### config.mk
export PLATFORM = sky130hd
export DESIGN_NAME = spi_reg_bank_flat
export DESIGN_NICKNAME = d
export VERILOG_FILES = /design/src/rtl/spi_regs_pkg.sv /design/src/rtl/spi_reg_bank_if.sv /design/src/rtl/spi_reg_rd_mux.sv /design/src/rtl/spi_reg_bank.sv /design/src/flat_wrapper.sv
export SDC_FILE = /design/constraint.sdc
export NUM_CORES = 1
export LEC_CHECK = 0
export BUFFER_PORTS_ARGS = -buffer_cell sky130_fd_sc_hd__buf_2
export CAP_MARGIN = 0
export CORE_UTILIZATION = 53
export CTS_BUF_LIST = sky130_fd_sc_hd__clkbuf_4 sky130_fd_sc_hd__clkbuf_8
export CTS_CLUSTER_DIAMETER = 120
export DETAILED_ROUTE_END_ITERATION = 12
export GPL_ROUTABILITY_DRIVEN = 0
export GPL_TIMING_DRIVEN = 0
export PLACE_DENSITY = 0.87
export SLEW_MARGIN = 15
export SYNTH_ARGS = -nofsm -noshare
export SYNTH_HDL_FRONTEND = slang
export SYNTH_SLANG_ARGS = --single-unit
export TNS_END_PERCENT = 20
### constraint.sdc
create_clock -name clk -period 3.2 [get_ports clk]
set_clock_uncertainty 0.15 [all_clocks]
set_input_delay 0.8 -clock clk [delete_from_list [all_inputs] [get_ports clk]]
set_output_delay 0.8 -clock clk [all_outputs]
set_load 0.01 [all_outputs]
### src/rtl/spi_regs_pkg.sv
// Shared types, address map and helpers for the SPI register bank.
// Address map: ID at 0x00, bad-access counter at 0x01, control at 0x10+, status at 0x20+.
package spi_regs_pkg;

  typedef logic [7:0] reg8_t;

  typedef enum logic [1:0] {
    IDLE,
    RD_HOLD,
    WR_WAIT,
    WR_DONE
  } state_t;

  localparam logic [6:0] ADDR_ID     = 7'h00;
  localparam logic [6:0] ADDR_BADCNT = 7'h01;
  localparam logic [6:0] CTRL_BASE   = 7'h10;
  localparam logic [6:0] STAT_BASE   = 7'h20;

  // Saturating increment so the illegal-access counter never wraps back to zero
  function automatic reg8_t sat_inc(input reg8_t v);
    return (v == 8'hFF) ? v : v + 8'd1;
  endfunction

endpackage

### src/rtl/spi_reg_bank_if.sv
// Decoded-frame bus between the SPI target (master) and the register bank (slave).
// Carries header/data from the target and a tx_d/tx_en read-data handshake back.
interface spi_reg_bank_if;
  import spi_regs_pkg::*;

  logic [6:0] reg_addr;
  logic       addr_dv;
  reg8_t      rx_d;
  logic       rxdv;
  logic       rw_out;
  reg8_t      tx_d;
  logic       tx_en;

  modport master (
    output reg_addr, addr_dv, rx_d, rxdv, rw_out,
    input  tx_d, tx_en
  );

  modport slave (
    input  reg_addr, addr_dv, rx_d, rxdv, rw_out,
    output tx_d, tx_en
  );

endinterface

### src/rtl/spi_reg_rd_mux.sv
// Combinational decode of a latched register address into read data, hit flags and index.
// Zero latency; no flow control. Unmapped addresses read as 8'h00.
module spi_reg_rd_mux
  import spi_regs_pkg::*;
#(
  parameter int    NUM_RW  = 8,
  parameter int    NUM_RO  = 8,
  parameter reg8_t CHIP_ID = 8'hA5
) (
  input  logic [6:0]          addr,
  input  logic [8*NUM_RW-1:0] ctrl_regs,
  input  logic [8*NUM_RO-1:0] status_in,
  input  reg8_t               bad_cnt,
  output reg8_t               rd_data,
  output logic                hit_bad,
  output logic                hit_ctrl,
  output logic                hit_stat,
  output logic                mapped,
  output logic [3:0]          idx
);

  logic hit_id;

  assign idx      = addr[3:0];
  assign hit_id   = (addr == ADDR_ID);
  assign hit_bad  = (addr == ADDR_BADCNT);
  assign hit_ctrl = (addr[6:4] == CTRL_BASE[6:4]) && ({1'b0, idx} < 5'(NUM_RW));
  assign hit_stat = (addr[6:4] == STAT_BASE[6:4]) && ({1'b0, idx} < 5'(NUM_RO));
  assign mapped   = hit_id | hit_bad | hit_ctrl | hit_stat;

  always_comb begin
    rd_data = '0;
    if (hit_id) begin
      rd_data = CHIP_ID;
    end else if (hit_bad) begin
      rd_data = bad_cnt;
    end else if (hit_ctrl) begin
      for (int i = 0; i < NUM_RW; i++) begin
        if (idx == 4'(i)) rd_data = ctrl_regs[8*i +: 8];
      end
    end else if (hit_stat) begin
      for (int j = 0; j < NUM_RO; j++) begin
        if (idx == 4'(j)) rd_data = status_in[8*j +: 8];
      end
    end
  end

endmodule

### src/rtl/spi_reg_bank.sv
// SPI-facing register bank: control regs, status snapshot on read, ID and saturating bad-access count.
// tx_en rises one clk after the cycle addr_rise is seen; writes land the edge data_rise is seen; no backpressure.
module spi_reg_bank
  import spi_regs_pkg::*;
#(
  parameter int    NUM_RW   = 8,
  parameter int    NUM_RO   = 8,
  parameter reg8_t CHIP_ID  = 8'hA5,
  parameter reg8_t CTRL_RST = 8'h00
) (
  input  logic                clk,
  input  logic                reset,
  spi_reg_bank_if.slave       bus,
  output logic [8*NUM_RW-1:0] ctrl_regs,
  output logic [NUM_RW-1:0]   wr_strobe,
  input  logic [8*NUM_RO-1:0] status_in,
  output logic [NUM_RO-1:0]   rd_strobe
);

  state_t     state;
  logic [6:0] addr_l;
  reg8_t      bad_cnt;
  logic       addr_dv_q;
  logic       rxdv_q;

  logic       addr_rise;
  logic       addr_fall;
  logic       data_rise;

  reg8_t      mux_data;
  logic       hit_bad;
  logic       hit_ctrl;
  logic       hit_stat;
  logic       mapped;
  logic [3:0] idx;

  assign addr_rise = bus.addr_dv & ~addr_dv_q;
  assign addr_fall = ~bus.addr_dv & addr_dv_q;
  assign data_rise = bus.rxdv & ~rxdv_q;

  spi_reg_rd_mux #(
    .NUM_RW  (NUM_RW),
    .NUM_RO  (NUM_RO),
    .CHIP_ID (CHIP_ID)
  ) u_rd_mux (
    .addr      (addr_l),
    .ctrl_regs (ctrl_regs),
    .status_in (status_in),
    .bad_cnt   (bad_cnt),
    .rd_data   (mux_data),
    .hit_bad   (hit_bad),
    .hit_ctrl  (hit_ctrl),
    .hit_stat  (hit_stat),
    .mapped    (mapped),
    .idx       (idx)
  );

  always_ff @(posedge clk) begin
    if (reset) begin
      state     <= IDLE;
      addr_l    <= '0;
      bad_cnt   <= '0;
      addr_dv_q <= 1'b0;
      rxdv_q    <= 1'b0;
      bus.tx_d  <= '0;
      bus.tx_en <= 1'b0;
      ctrl_regs <= {NUM_RW{CTRL_RST}};
      wr_strobe <= '0;
      rd_strobe <= '0;
    end else begin
      addr_dv_q <= bus.addr_dv;
      rxdv_q    <= bus.rxdv;
      wr_strobe <= '0;
      rd_strobe <= '0;

      case (state)
        IDLE: begin
          if (addr_rise) begin
            addr_l <= bus.reg_addr;
            state  <= bus.rw_out ? RD_HOLD : WR_WAIT;
          end
        end

        RD_HOLD: begin
          if (addr_fall) begin
            bus.tx_en <= 1'b0;
            bus.tx_d  <= '0;
            state     <= IDLE;
          end else if (!bus.tx_en) begin
            // First cycle in RD_HOLD: snapshot once, then hold until frame end
            bus.tx_d  <= mux_data;
            bus.tx_en <= 1'b1;
            if (hit_stat) begin
              for (int j = 0; j < NUM_RO; j++) begin
                if (idx == 4'(j)) rd_strobe[j] <= 1'b1;
              end
            end
            if (!mapped) bad_cnt <= sat_inc(bad_cnt);
          end
        end

        WR_WAIT: begin
          if (data_rise) begin
            if (hit_ctrl) begin
              for (int i = 0; i < NUM_RW; i++) begin
                if (idx == 4'(i)) begin
                  ctrl_regs[8*i +: 8] <= bus.rx_d;
                  wr_strobe[i]        <= 1'b1;
                end
              end
            end else if (hit_bad) begin
              bad_cnt <= '0;
            end else begin
              bad_cnt <= sat_inc(bad_cnt);
            end
            state <= addr_fall ? IDLE : WR_DONE;
          end else if (addr_fall) begin
            state <= IDLE;
          end
        end

        WR_DONE: begin
          if (addr_fall) state <= IDLE;
        end

        default: state <= IDLE;
      endcase
    end
  end

endmodule

### src/flat_wrapper.sv
// flat-port wrapper written by rule: the top's interface ports become plain ports
module spi_reg_bank_flat import spi_regs_pkg::*;
#(
  parameter int    NUM_RW   = 8,
  parameter int    NUM_RO   = 8,
  parameter reg8_t CHIP_ID  = 8'hA5,
  parameter reg8_t CTRL_RST = 8'h00
)
  (clk, reset, ctrl_regs, wr_strobe, status_in, rd_strobe, bus_reg_addr, bus_addr_dv, bus_rx_d, bus_rxdv, bus_rw_out, bus_tx_d, bus_tx_en);
  spi_reg_bank_if bus_i ();
  input  logic clk;
  input  logic reset;
  output logic [8*NUM_RW-1:0] ctrl_regs;
  output logic [NUM_RW-1:0] wr_strobe;
  input  logic [8*NUM_RO-1:0] status_in;
  output logic [NUM_RO-1:0] rd_strobe;
  input wire logic [$bits(bus_i.reg_addr)-1:0] bus_reg_addr;
  input wire logic [$bits(bus_i.addr_dv)-1:0] bus_addr_dv;
  input wire logic [$bits(bus_i.rx_d)-1:0] bus_rx_d;
  input wire logic [$bits(bus_i.rxdv)-1:0] bus_rxdv;
  input wire logic [$bits(bus_i.rw_out)-1:0] bus_rw_out;
  output wire logic [$bits(bus_i.tx_d)-1:0] bus_tx_d;
  output wire logic [$bits(bus_i.tx_en)-1:0] bus_tx_en;
  assign bus_i.reg_addr = bus_reg_addr;
  assign bus_i.addr_dv = bus_addr_dv;
  assign bus_i.rx_d = bus_rx_d;
  assign bus_i.rxdv = bus_rxdv;
  assign bus_i.rw_out = bus_rw_out;
  assign bus_tx_d = bus_i.tx_d;
  assign bus_tx_en = bus_i.tx_en;
  spi_reg_bank #(.NUM_RW(NUM_RW), .NUM_RO(NUM_RO), .CHIP_ID(CHIP_ID), .CTRL_RST(CTRL_RST)) u_core (.clk(clk), .reset(reset), .bus(bus_i), .ctrl_regs(ctrl_regs), .wr_strobe(wr_strobe), .status_in(status_in), .rd_strobe(rd_strobe));
endmodule
=== After elaboration in Yosys (flattened, before gate mapping) ===
Index checks and enable logic that the tools add are counted.

* Logic and storage cells: 119
* Bits in registers: 108
* Output and inout bits: 89
* Input port bits: 84

* Reductions and logical operators: 20
* Order comparisons: 1
* Add/sub/neg operators: 1
* Mux-type cells: 45
* Bitwise operators: 14
* Equality and inequality tests: 21

{| class="wikitable"
|+ Operator list
! operator !! number
|-
| 8-bit two-way mux || 29
|-
| 4-bit AND reduction || 8
|-
| 4-bit by 3-bit equality test with 1-bit output, second input constant || 4
|-
| 8-bit case mux with 2 select lines || 1
|-
| 2-bit two-way mux || 5
|-
| 2-bit != test, second input constant || 5
|-
| 1-bit two-way mux || 9
|-
| 8-bit by 1-bit adder with 8-bit output, second input constant || 1
|-
| 4-bit by 2-bit equality test with 1-bit output, second input constant || 2
|-
| 8-bit equality test, second input constant || 1
|-
| 1-bit NOT || 8
|-
| 7-bit by 1-bit equality test with 1-bit output, second input constant || 1
|-
| 7-bit logical NOT || 1
|-
| 2-bit case mux with 3 select lines || 1
|-
| 6-bit AND reduction || 1
|-
| 5-bit OR reduction || 1
|-
| 2-bit equality test, second input constant || 2
|-
| 4-bit by 1-bit equality test with 1-bit output, second input constant || 1
|-
| 4-bit logical NOT || 1
|-
| 4-bit < comparator, second input constant || 1
|-
| 2-bit by 1-bit != test with 1-bit output, second input constant || 2
|-
| 2-bit AND reduction || 2
|-
| 4-bit OR reduction || 1
|-
| 1-bit AND || 3
|-
| 8 further kinds || 11
|}

=== Logic depth before layout (Yosys ltp) ===
Gate-level depths: netlist of the first run.

* Depth in word-level cells: 15
* Depth in mapped cells: 8
* Gate-level depth less buffers: 6

=== By module ===
Synthesis of the first run repeated with hierarchy kept, for this count alone.

* Cells, all modules: 615
* Area total of the unflattened synthesis: 5592.9 µm²

{| class="wikitable"
|+ Modules (own cells, without submodules)
! module !! area each (µm²) !! times used !! sequential area each (µm²) !! cells an instance
|-
| spi_reg_bank || 4045.1 || 1 || 2162.1 || 400
|-
| spi_reg_rd_mux || 1547.7 || 1 || 0.0 || 215
|}

=== Least setup slack after synthesis of the first run ===
No wires, ideal clock.

* Path type: input -> register
* Start point: in bus_rxdv
* End point: reg u_core.ctrl_regs[40]
* Data arrival time: 2.206 ns
* Cell stages on the path: 7
* Setup slack: 0.716 ns
* Path buffers: 2
* Setup time: 0.128 ns
* Required time: 2.922 ns
* Cells stage by stage: nor4bb_1 and2_1 buf_2 or3b_1 buf_4 mux2i_1 nor2_1

* Word-level cells in the longest chain between the ends: 2

{| class="wikitable"
|+ RTL lines
! element !! line !! RTL
|-
| start: declaration || flat_wrapper.sv:20 || <nowiki>input wire logic [$bits(bus_i.rxdv)-1:0] bus_rxdv;</nowiki>
|-
| 1-bit AND || spi_reg_bank.sv:39 || <nowiki>assign data_rise = bus.rxdv & ~rxdv_q;</nowiki>
|-
| 4-bit AND reduction (no line) || -- ||
|-
| end signal: assignment || spi_reg_bank.sv:67 || <nowiki>ctrl_regs <= {NUM_RW{CTRL_RST}};</nowiki>
|-
| end signal: indexed assignment || spi_reg_bank.sv:107 || <nowiki>ctrl_regs[8*i +: 8] <= bus.rx_d;</nowiki>
|-
| end: declaration || spi_reg_bank.sv:14 || <nowiki>output logic [8*NUM_RW-1:0] ctrl_regs,</nowiki>
|}

Every way passes these cells.
A chain may end at the register's enable or synchronous reset.

=== Final worst setup path of the first run ===
* Start point: reg u_core.addr_l[2]
* End point: reg u_core.bus.tx_d[0]

* Word-level cells in the longest chain between the ends: 15
* Elaborated cells on any way between the ends: 35
* Those cells by class: order compare (1); eq/ne (8); mux (22); reduce/logical (4)

{| class="wikitable"
|+ RTL lines
! element !! line !! RTL
|-
| start: declaration || spi_reg_bank.sv:21 || <nowiki>logic [6:0] addr_l;</nowiki>
|-
| start signal: assignment || spi_reg_bank.sv:79 || <nowiki>addr_l <= bus.reg_addr;</nowiki>
|-
| 4-bit logical NOT || spi_reg_rd_mux.sv:39, spi_reg_rd_mux.sv:43 ||
|-
| 8-bit two-way mux (8 in series) || spi_reg_rd_mux.sv:43 || <nowiki>if (idx == 4'(j)) rd_data = status_in[8*j +: 8];</nowiki>
|-
| 8-bit two-way mux || spi_reg_rd_mux.sv:41 || <nowiki>end else if (hit_stat) begin</nowiki>
|-
| 8-bit two-way mux || spi_reg_rd_mux.sv:37 || <nowiki>end else if (hit_ctrl) begin</nowiki>
|-
| 8-bit two-way mux || spi_reg_rd_mux.sv:35 || <nowiki>end else if (hit_bad) begin</nowiki>
|-
| 8-bit two-way mux * || spi_reg_rd_mux.sv:33 || <nowiki>if (hit_id) begin</nowiki>
|-
| 8-bit two-way mux * || spi_reg_bank.sv:89 || <nowiki>end else if (!bus.tx_en) begin</nowiki>
|-
| 8-bit two-way mux * || spi_reg_bank.sv:85 || <nowiki>if (addr_fall) begin</nowiki>
|-
| end signal: assignment || spi_reg_bank.sv:91 || <nowiki>bus.tx_d <= mux_data;</nowiki>
|-
| end: declaration || spi_reg_bank_if.sv:21 || <nowiki>output tx_d, tx_en</nowiki>
|}

Every way passes the cells marked *; elsewhere a longest branch is shown, timed or not. The select of a mux whose other input is x is not followed.

==> results.json, run 1 <==
{
  "status": "finished, final reports clean",
  "vias": 6194,
  "areaGrowthSynthToFinish_pct": 22.0,
  "antennaDiodeCount": 0,
  "path_max_fanout": 10,
  "buffer_ports.inserted": 163,
  "cts_buffer_depth": 2,
  "cts_root_buf": "clkbuf_8",
  "start_util": 0.552,
  "p_clk_frac": 0.330,
  "synth_cells": 642,
  "htreeDepth": 3,
  "reg2reg_slack_ns": 0.38,
  "period_share": 0.881,
  "max_freq_mhz": 355,
  "ys_warn_count": 0,
  "synth.net_count": 727,
  "antenna_found_initial": 0,
  "grt_max_degree": 18,
  "ys_ff_latch": 108,
  "tns_ns": 0,
  "r2r-start": "u_core.addr_l[2]",
  "synth_cell_type_count": 61,
  "final_cell_mix": "buf_2 (182), dfxtp_1 (108), nor2_1 (85), mux2i_1 (73), nand2_1 (59)",
  "drc": 0,
  "cts_hold_buf": 0,
  "r2r-end": "u_core.bus.tx_d[0]",
  "seq_power_share": 0.508,
  "mostFrequentLayoutCell": "buf_2",
  "layout-drive-gt1-share": 0.269,
  "worst-endpoint-arrival_ns": 2.98,
  "dieArea_um2": 10700,
  "cts_tree": "built",
  "die_w_um": 103,
  "power_density_nw_per_um2": 408,
  "fin_nets": 901,
  "dp_hpwl_um": 14700,
  "p_leak_nw": 3.00,
  "async_reset_ff_frac": 0,
  "grtUsageTotal": 0.378,
  "ys.flop_type": "dfxtp_1",
  "wire_per_inst_um": 20.8,
  "worstHoldPathType": "reg -> reg",
  "pin_count": 173,
  "hold_start": "u_core.ctrl_regs[2]",
  "vias_per_cell": 6.49,
  "avgSynthCellArea_um2": 8.49,
  "fp.dieH_um": 103,
  "startpoint_type": "flip-flop",
  "final_hold_viol_count": 0,
  "internal_power_w": 0.00194,
  "yosysSeqAreaShare": 0.397,
  "worstSetupPathType": "reg -> reg",
  "max_slew_margin": 0.416,
  "drtPass1Iterations": 8,
  "rsz0062_at_grt": "no",
  "drtIter0Drc": 715,
  "rr_worst_depth": 7,
  "grt_pass1_wl_um": 29900,
  "cts_resized": 0,
  "grt_pass1_vias": 5725,
  "clk_pin_slew_ns": 0.10,
  "detail-route-antenna-nets": 0,
  "rows": 36,
  "switching_share": 0.285,
  "min_path_cells": 2,
  "final_core_utilization": 0.674,
  "grt-ovfl-total": 0,
  "numCtsBuffers": 9,
  "synth_area_um2": 5450,
  "synth_edf_count": 0,
  "setup_viol": 0,
  "cts_num_sinks": 108,
  "switchingPower_w": 0.000775,
  "end_kind": "flip-flop",
  "drt_wl_total_um": 19900,
  "finalMaxSlewViolations": 0,
  "tightest_slew_ns": 0.876,
  "ir_worst_vdd_mv": 0.272,
  "clk-insertion-delay-late_ns": 0.38,
  "post-cts-setup-buffers": 0,
  "required_ns": 3.36,
  "core_area_um2": 9860,
  "power_frac_comb": 0.162,
  "fin_crit_ns": 2.82,
  "drv_cap": 0,
  "hold_end": "u_core.ctrl_regs[2]"
}
## power groups by stage
stage	Clock, W	Sequential, W	Combinational (W)
floorplan	0	0.00141	0.000262
global placement	0	0.00141	0.000405
detailed placement	0	0.00141	0.000415
CTS	0.000896	0.00138	0.000418
global route	0.000958	0.00138	0.000462
finish	0.000895	0.00138	0.000440
## worst max-delay path: stages, from the launching register on
cell       delay, ns
dfxtp_1         0.39
buf_2           0.25
nor2b_1         0.58
clkbuf_1        0.43
o21ai_0         0.25
o221ai_1        0.18
o2111ai_1       0.29
a31oi_1         0.23
## synth_stat cells (all sizes together), types with 3 or more instances
library cell | n | area [um^2]
o31ai | 3 | 22.5
nand2 | 59 | 221
nor2b | 7 | 43.8
and3 | 4 | 25.0
a311oi | 3 | 26.3
a22oi | 4 | 30.0
o211ai | 3 | 22.5
o22ai | 10 | 62.6
o21ai | 28 | 140
nand4 | 3 | 18.8
o221ai | 5 | 43.8
or3 | 4 | 25.0
a221oi | 4 | 35.0
buf | 26 | 129
nor4 | 3 | 18.8
mux4 | 5 | 113
a21oi | 49 | 249
clkbuf | 28 | 105
nor3 | 22 | 110
nor2 | 85 | 319
a31oi | 3 | 18.8
o21a | 4 | 30.0
nand3 | 27 | 135
dfxtp | 108 | 2160
nand2b | 12 | 75.1
mux2i | 73 | 731
or3b | 4 | 35.0
inv | 9 | 33.8
mux2 | 8 | 90.1
a221o | 4 | 40.0
nor4b | 3 | 47.5
## sequential cells by signal, indices dropped and copies added (netlist names)
signal and cells:
u_core.bus.tx_d 8, u_core.ctrl_regs 64, u_core.bad_cnt 8, u_core.rxdv_q 1
u_core.addr_dv_q 1, u_core.rd_strobe 8, u_core.bus.tx_en 1, u_core.wr_strobe 8
u_core.addr_l 7, u_core.state 2
## area by class of cell
cell class | count | area [um^2]
fillers | 795 | 3220
multi-input cells | 471 | 3020
flip-flops and latches | 108 | 2160
repair buffers | 163 | 816
plain buffers | 54 | 234
well taps | 133 | 166
clock buffers | 12 | 159
clock inverters | 4 | 55.1
inverters | 9 | 33.8
## through the flow
stage	power [W]	cells	hold slack, ns	instance area [um^2]	setup WS [ns]
6_report	0.00271	954	0.350	6640	0.380
5_1_grt	0.00280	954	0.372	6640	0.349
4_1_cts	0.00269	954	0.346	6640	0.601
3_5_place_dp	0.00182	938	0.324	6430	0.341
3_3_place_gp	0.00181	938	0.316	6430	0.355
2_1_floorplan	0.00167	642	0.323	5450	0.716
## metal layers
layer  vias up  track usage  part of all wire
met2       565        0.596              0.45
met5         -            0                 0
li1       2645            -                 -
met3       156        0.118              0.13
met1      2828        0.457              0.36
met4         0        0.216             0.059
## logic make-up after synthesis
family,after synthesis,synth area share
AOI/OAI and AO/OA,138,0.164
and+or+nand+nor,245,0.214
buffers and inverters,63,0.0491
xor gates and xnor gates,1,0.00161
adders and majority gates,1,0.00230
DFF,108,0.397
muxes,86,0.171
## worst max path at each step
stage / to / cells past startpoint / startpoint
floorplan: u_core.ctrl_regs[40] / 7 / bus_rxdv
global placement: u_core.ctrl_regs[47] / 8 / bus_rxdv
detailed placement: u_core.ctrl_regs[45] / 8 / bus_rxdv
CTS: u_core.bus.tx_d[0] / 7 / u_core.addr_l[2]
global route: u_core.bus.tx_d[5] / 7 / u_core.addr_l[2]
finish: u_core.bus.tx_d[0] / 7 / u_core.addr_l[2]
Note: power is estimated with default switching activity, not from simulation.
==> run 2, diff against run 1 <==
CORE_UTILIZATION = 48   (was 53)
PLACE_DENSITY = 0.83   (was 0.87)
clock period = 2.35 ns   (was 3.2 ns; I/O delays follow)
==> run 2 against run 1 <==
Against the previous run:
- count of clock-buffer cells in the layout decreased by 3
- via count decreased by 2.9%
- sequential power increased by 36%
- highest routed layer unchanged
- register-to-register slack got worse by 0.34 ns
- cell count increased by 0.84%
==> results.json, run 2 (synthesis gave the netlist of run 1 again) <==
{
  "finalMaxSlewViolations": 0,
  "register_area_um2": 2170,
  "critPathCapture": "u_core.ctrl_regs[51]",
  "final_cell_mix": "buf_2 (176), dfxtp_1 (105), nor2_1 (84), mux2i_1 (73), nand2_1 (57)",
  "path_cells": "clkbuf_4 > buf_4 > nand2_1 > nor3_2 > buf_4 > nand2_2 > nand2_1 > a21oi_1",
  "final_core_utilization": 0.620,
  "cts_root_buf": "clkbuf_8",
  "clk-insertion-delay-late_ns": 0.39,
  "mostFrequentLayoutCell": "buf_2",
  "cts_tree": "built",
  "rsz0062_at_grt": "yes",
  "r2r-start": "u_core.addr_l[1]",
  "rows": 38,
  "cpMaxStageDelayCell": "dfxtp_1",
  "drc": 0,
  "buffer_ports.inserted": 163,
  "p_leak_nw": 3.06,
  "final_hold_viol_count": 0,
  "end_kind": "flip-flop",
  "worstSetupPathType": "reg -> reg",
  "wire_per_inst_um": 20.6,
  "path_delay_family": "simple AND/OR/NAND/NOR gates",
  "clk_pin_slew_ns": 0.11,
  "tightest_slew_ns": 0.839,
  "period_share": 0.982,
  "grt_max_degree": 20,
  "cp.depth": 8,
  "dieArea_um2": 11800,
  "path_max_fanout": 10,
  "die_w_um": 109,
  "areaGrowthSynthToFinish_pct": 24.4,
  "startpoint_type": "flip-flop",
  "numCtsBuffers": 9,
  "drtIter0Drc": 701,
  "detail-route-antenna-nets": 0,
  "hold_start": "bus_reg_addr[0]",
  "worst-endpoint-arrival_ns": 2.41,
  "htreeDepth": 3,
  "vias_per_cell": 6.25,
  "cts_num_sinks": 108,
  "critPathMaxStageDelay_ns": 0.40,
  "tns_ns": 0,
  "fin_crit_ns": 2.31,
  "rr_worst_depth": 8,
  "drt_wl_total_um": 19800,
  "layout-drive-gt1-share": 0.305,
  "cts_buffer_depth": 2,
  "grtUsageTotal": 0.335,
  "max_slew_margin": 0.439,
  "multi_input_area_um2": 3110,
  "fin_nets": 903,
  "gr-max-usage-layer": "met2",
  "largest_reg_flops": 64,
  "required_ns": 2.46,
  "antenna_found_initial": 0,
  "grt_pass1_wl_um": 29400,
  "regMostFlops": "u_core.ctrl_regs",
  "crit_buf_inv": 3,
  "antennaDiodeCount": 0,
  "drtPass1Iterations": 6,
  "cts_hold_buf": 0,
  "worstHoldPathType": "in -> reg",
  "ir_worst_vdd_mv": 0.358,
  "grt_pass1_vias": 5491,
  "grt-ovfl-total": 0,
  "pin_count": 173,
  "drv_cap": 0,
  "core_area_um2": 10900,
  "nFillCells": 948,
  "fp.dieH_um": 109,
  "power_density_nw_per_um2": 534,
  "r2r-end": "u_core.ctrl_regs[51]",
  "status": "finished, final reports clean",
  "use_met2": 0.528,
  "met3_usage": 0.0808,
  "max_freq_mhz": 434,
  "reg2reg_slack_ns": 0.04,
  "start_util": 0.498,
  "setup_viol": 0,
  "grt_use_met1": 0.431,
  "crit_start": "u_core.addr_l[1]",
  "dp_hpwl_um": 14000,
  "vias": 6014
}
-- run 2: cell count changes in the layout (fill, tap and decap cells not counted), sizes merged --
cell	before	now
clkinv	1	3
clkbuf	40	38
inv	10	11
buf	189	190
bufinv	1	0
-- run 2: metal layers --
metal | routed length [um] | vias up | part of all wire
met5 | 0 | - | 0
met4 | 869 | 0 | 0.044
met3 | 2670 | 80 | 0.13
met2 | 8830 | 508 | 0.45
met1 | 7440 | 2774 | 0.38
li1 | - | 2652 | -
-- run 2: cell type report --
type	instances	area share
sequential	108	0.320
clock buffer	9	0.0183
buffer	52	0.0386
clock inverter	6	0.00905
multi-input combinational	471	0.459
tap	140	0.0258
timing repair buffer	167	0.125
inverter	9	0.00499
-- run 2: how the worst min path moves through the flow --
stage / to / cells after the start
3_5_place_dp: u_core.bus.tx_d[1] / 2
4_1_cts: u_core.addr_l[0] / 3
3_3_place_gp: u_core.bus.tx_d[1] / 2
2_1_floorplan: u_core.bad_cnt[5] / 2
5_1_grt: u_core.addr_l[4] / 3
6_report: u_core.addr_l[0] / 3
-- run 2: tightest hold or removal path, stage by stage --
cell and delay [ns]:
buf_2 0.08, mux2i_1 0.06, nor2_1 0.07
-- run 2: through the flow --
stage | instance area [um^2] | hold slack [ns] | instances | setup WS (ns) | power, W
after floorplan | 5450 | 0.323 | 642 | 0.0787 | 0.00227
final | 6780 | 0.285 | 962 | 0.0433 | 0.00362
after detailed placement | 6440 | 0.301 | 945 | -0.444 | 0.00249
after global routing | 6780 | 0.284 | 962 | -0.0377 | 0.00373
after global placement | 6440 | 0.293 | 945 | -0.460 | 0.00248
after CTS | 6720 | 0.282 | 962 | 0.00690 | 0.00358
-- run 2: repair_timing --
item / CTS / global route
setup buffers: 2 / 2
setup endpoints to repair: 72 / 53
gates resized for setup: 26 / 16
pin swaps: 2 / 1
-- run 2: where the power goes --
| group | switching (W) | internal [W] |
|---|---|---|
| clock network | 0.000715 | 0.000404 |
| registers | 0.0000296 | 0.00185 |
| logic | 0.000381 | 0.000239 |
==> run 3, diff against run 2 <==
CORE_MARGIN = 3   (was default)
==> run 3 against run 2 <==
Against the previous run:
- the flow now finishes with violations (negative setup slack)
- maximum frequency is 5.3% lower
- global-route usage is 2.6 points lower
- total power is 0.19% lower
- cell area hardly changed
- routed wire length is 3.5% higher
- cell count is 0.21% higher
- flip-flop and latch count stayed put
- first-iteration DRC count is 7.0% higher
- critical path type unchanged
- critical endpoint is now u_core.bus.tx_d[6]
==> results.json, run 3 (synthesis gave the netlist of run 1 again) <==
{
  "status": "complete, but fails checks",
  "violations": "negative setup slack",
  "place_inst": 945,
  "dpl_cell_area_um2": 6440,
  "stdcell_count": 964,
  "pin_count": 173,
  "clk_pin_slew_ns": 0.11,
  "fin_nets": 905,
  "drv_cap": 0,
  "grt_max_degree": 20,
  "finalMaxSlewViolations": 0,
  "grt_pass1_vias": 5583,
  "cts_buffer_depth": 2,
  "drtIter0Drc": 750,
  "internal_power_w": 0.00250,
  "worst-endpoint-arrival_ns": 2.56,
  "fp.dieH_um": 113,
  "setup_slack_ns": -0.0860,
  "clk-insertion-delay-late_ns": 0.39,
  "max_slew_margin": 0.360,
  "ir_worst_vdd_mv": 0.353,
  "power_density_nw_per_um2": 533,
  "final_cell_mix": "buf_2 (176), dfxtp_1 (107), nor2_1 (84), mux2i_1 (72), nand2_1 (58)",
  "drc": 0,
  "vias": 6090,
  "max_freq_mhz": 411,
  "rows": 38,
  "layout-drive-gt1-share": 0.303,
  "cts_num_sinks": 108,
  "dieArea_um2": 12700,
  "numCtsBuffers": 9,
  "fin_crit_ns": 2.44,
  "worstHoldPathType": "in -> reg",
  "r2r-start": "u_core.addr_l[3]",
  "grt-ovfl-total": 0,
  "regMostFlops": "u_core.ctrl_regs",
  "antenna_found_initial": 0,
  "drt_wl_total_um": 20500,
  "core_area_um2": 11000,
  "switching_share": 0.309,
  "detail-route-antenna-nets": 0,
  "tns_ns": -0.130,
  "seq_power_share": 0.521,
  "required_ns": 2.47,
  "buffer_ports.inserted": 163,
  "worstSetupPathType": "reg -> reg",
  "start_util": 0.496,
  "final_hold_viol_count": 0,
  "dp_hpwl_um": 14900,
  "finalInstanceArea_um2": 6780,
  "end_kind": "flip-flop",
  "htreeDepth": 3,
  "r2r-end": "u_core.bus.tx_d[6]",
  "rr_worst_depth": 5,
  "cts_tree": "built",
  "largest_reg_flops": 64,
  "min_path_cells": 3,
  "die_w_um": 113,
  "rsz0062_at_grt": "yes",
  "period_share": 1.04,
  "power_frac_comb": 0.172,
  "startpoint_type": "flip-flop",
  "antennaDiodeCount": 0,
  "reg2reg_slack_ns": -0.09,
  "p_leak_nw": 3.07,
  "path_max_fanout": 10,
  "cts_hold_buf": 0,
  "met2_length_um": 9190,
  "critPathCapture": "u_core.bus.tx_d[6]",
  "tightest_slew_ns": 0.956,
  "vias_per_cell": 6.32,
  "grt_pass1_wl_um": 30500,
  "dp_slack_ns": -0.390,
  "setup_viol": 3,
  "mostFrequentLayoutCell": "buf_2",
  "wire_per_inst_um": 21.3,
  "cts_root_buf": "clkbuf_8",
  "switchingPower_w": 0.00112,
  "wl_met1_um": 7540,
  "areaGrowthSynthToFinish_pct": 24.5,
  "p_clk_frac": 0.307,
  "drtPass1Iterations": 6,
  "dr.max_layer_used": "met4",
  "met3WireLength_um": 2840,
  "grtUsageTotal": 0.309,
  "crit_start": "u_core.addr_l[3]"
}
==> run 3: area by class of cell <==
type	instances	area, um^2
sequential	108	2160
clock inverter	6	57.6
inverter	9	33.8
tap	140	175
multi-input combinational	471	3110
fill	964	4200
buffer	53	267
clock buffer	9	124
timing repair buffer	168	853
==> run 3: stage by stage <==
stage	total power (W)	hold WS, ns	utilization
CTS	0.00357	0.291	0.612
global placement	0.00248	0.305	0.586
floorplan	0.00227	0.323	-
global route	0.00372	0.296	0.618
detailed placement	0.00249	0.308	0.586
finish	0.00361	0.292	0.618
==> run 3: timing repair <==
| action | in CTS | in global routing |
|---|---|---|
| cloned | 0 | 0 |
| setup endpoints to repair | 66 | 66 |
| hold endpoints to repair | 0 | 0 |
| setup buffers | 4 | 1 |
| resized for setup | 20 | 24 |
| pin swaps | 2 | 2 |
==> run 3: worst min path at each step <==
| stage | end | startpoint |
|---|---|---|
| final | u_core.state[0] | bus_rw_out |
| after CTS | u_core.state[0] | bus_rw_out |
| after detailed placement | u_core.ctrl_regs[50] | u_core.ctrl_regs[50] |
| after global routing | u_core.addr_l[5] | bus_reg_addr[5] |
| after global placement | u_core.ctrl_regs[50] | u_core.ctrl_regs[50] |
| after floorplan | u_core.bad_cnt[5] | u_core.bad_cnt[5] |
==> run 3: metal layers <==
| layer | track usage | vias up |
|---|---|---|
| li1 | - | 2658 |
| met1 | 0.404 | 2826 |
| met2 | 0.480 | 502 |
| met3 | 0.0776 | 104 |
| met4 | 0.143 | 0 |
| met5 | 0 | - |
==> run 3: power by group through the flow <==
stage / clock network (W) / logic, W / registers, W
global route: 0.00118 / 0.000653 / 0.00189
global placement: 0 / 0.000561 / 0.00192
floorplan: 0 / 0.000357 / 0.00191
CTS: 0.00111 / 0.000584 / 0.00188
finish: 0.00111 / 0.000620 / 0.00188
detailed placement: 0 / 0.000568 / 0.00192
==> run 3: worst max-delay path: stages, from the launching register on <==
cell	delay, ns
dfxtp_1	0.41
clkbuf_2	0.28
or4b_2	0.78
a221oi_1	0.37
a221o_1	0.27
o21ai_1	0.07
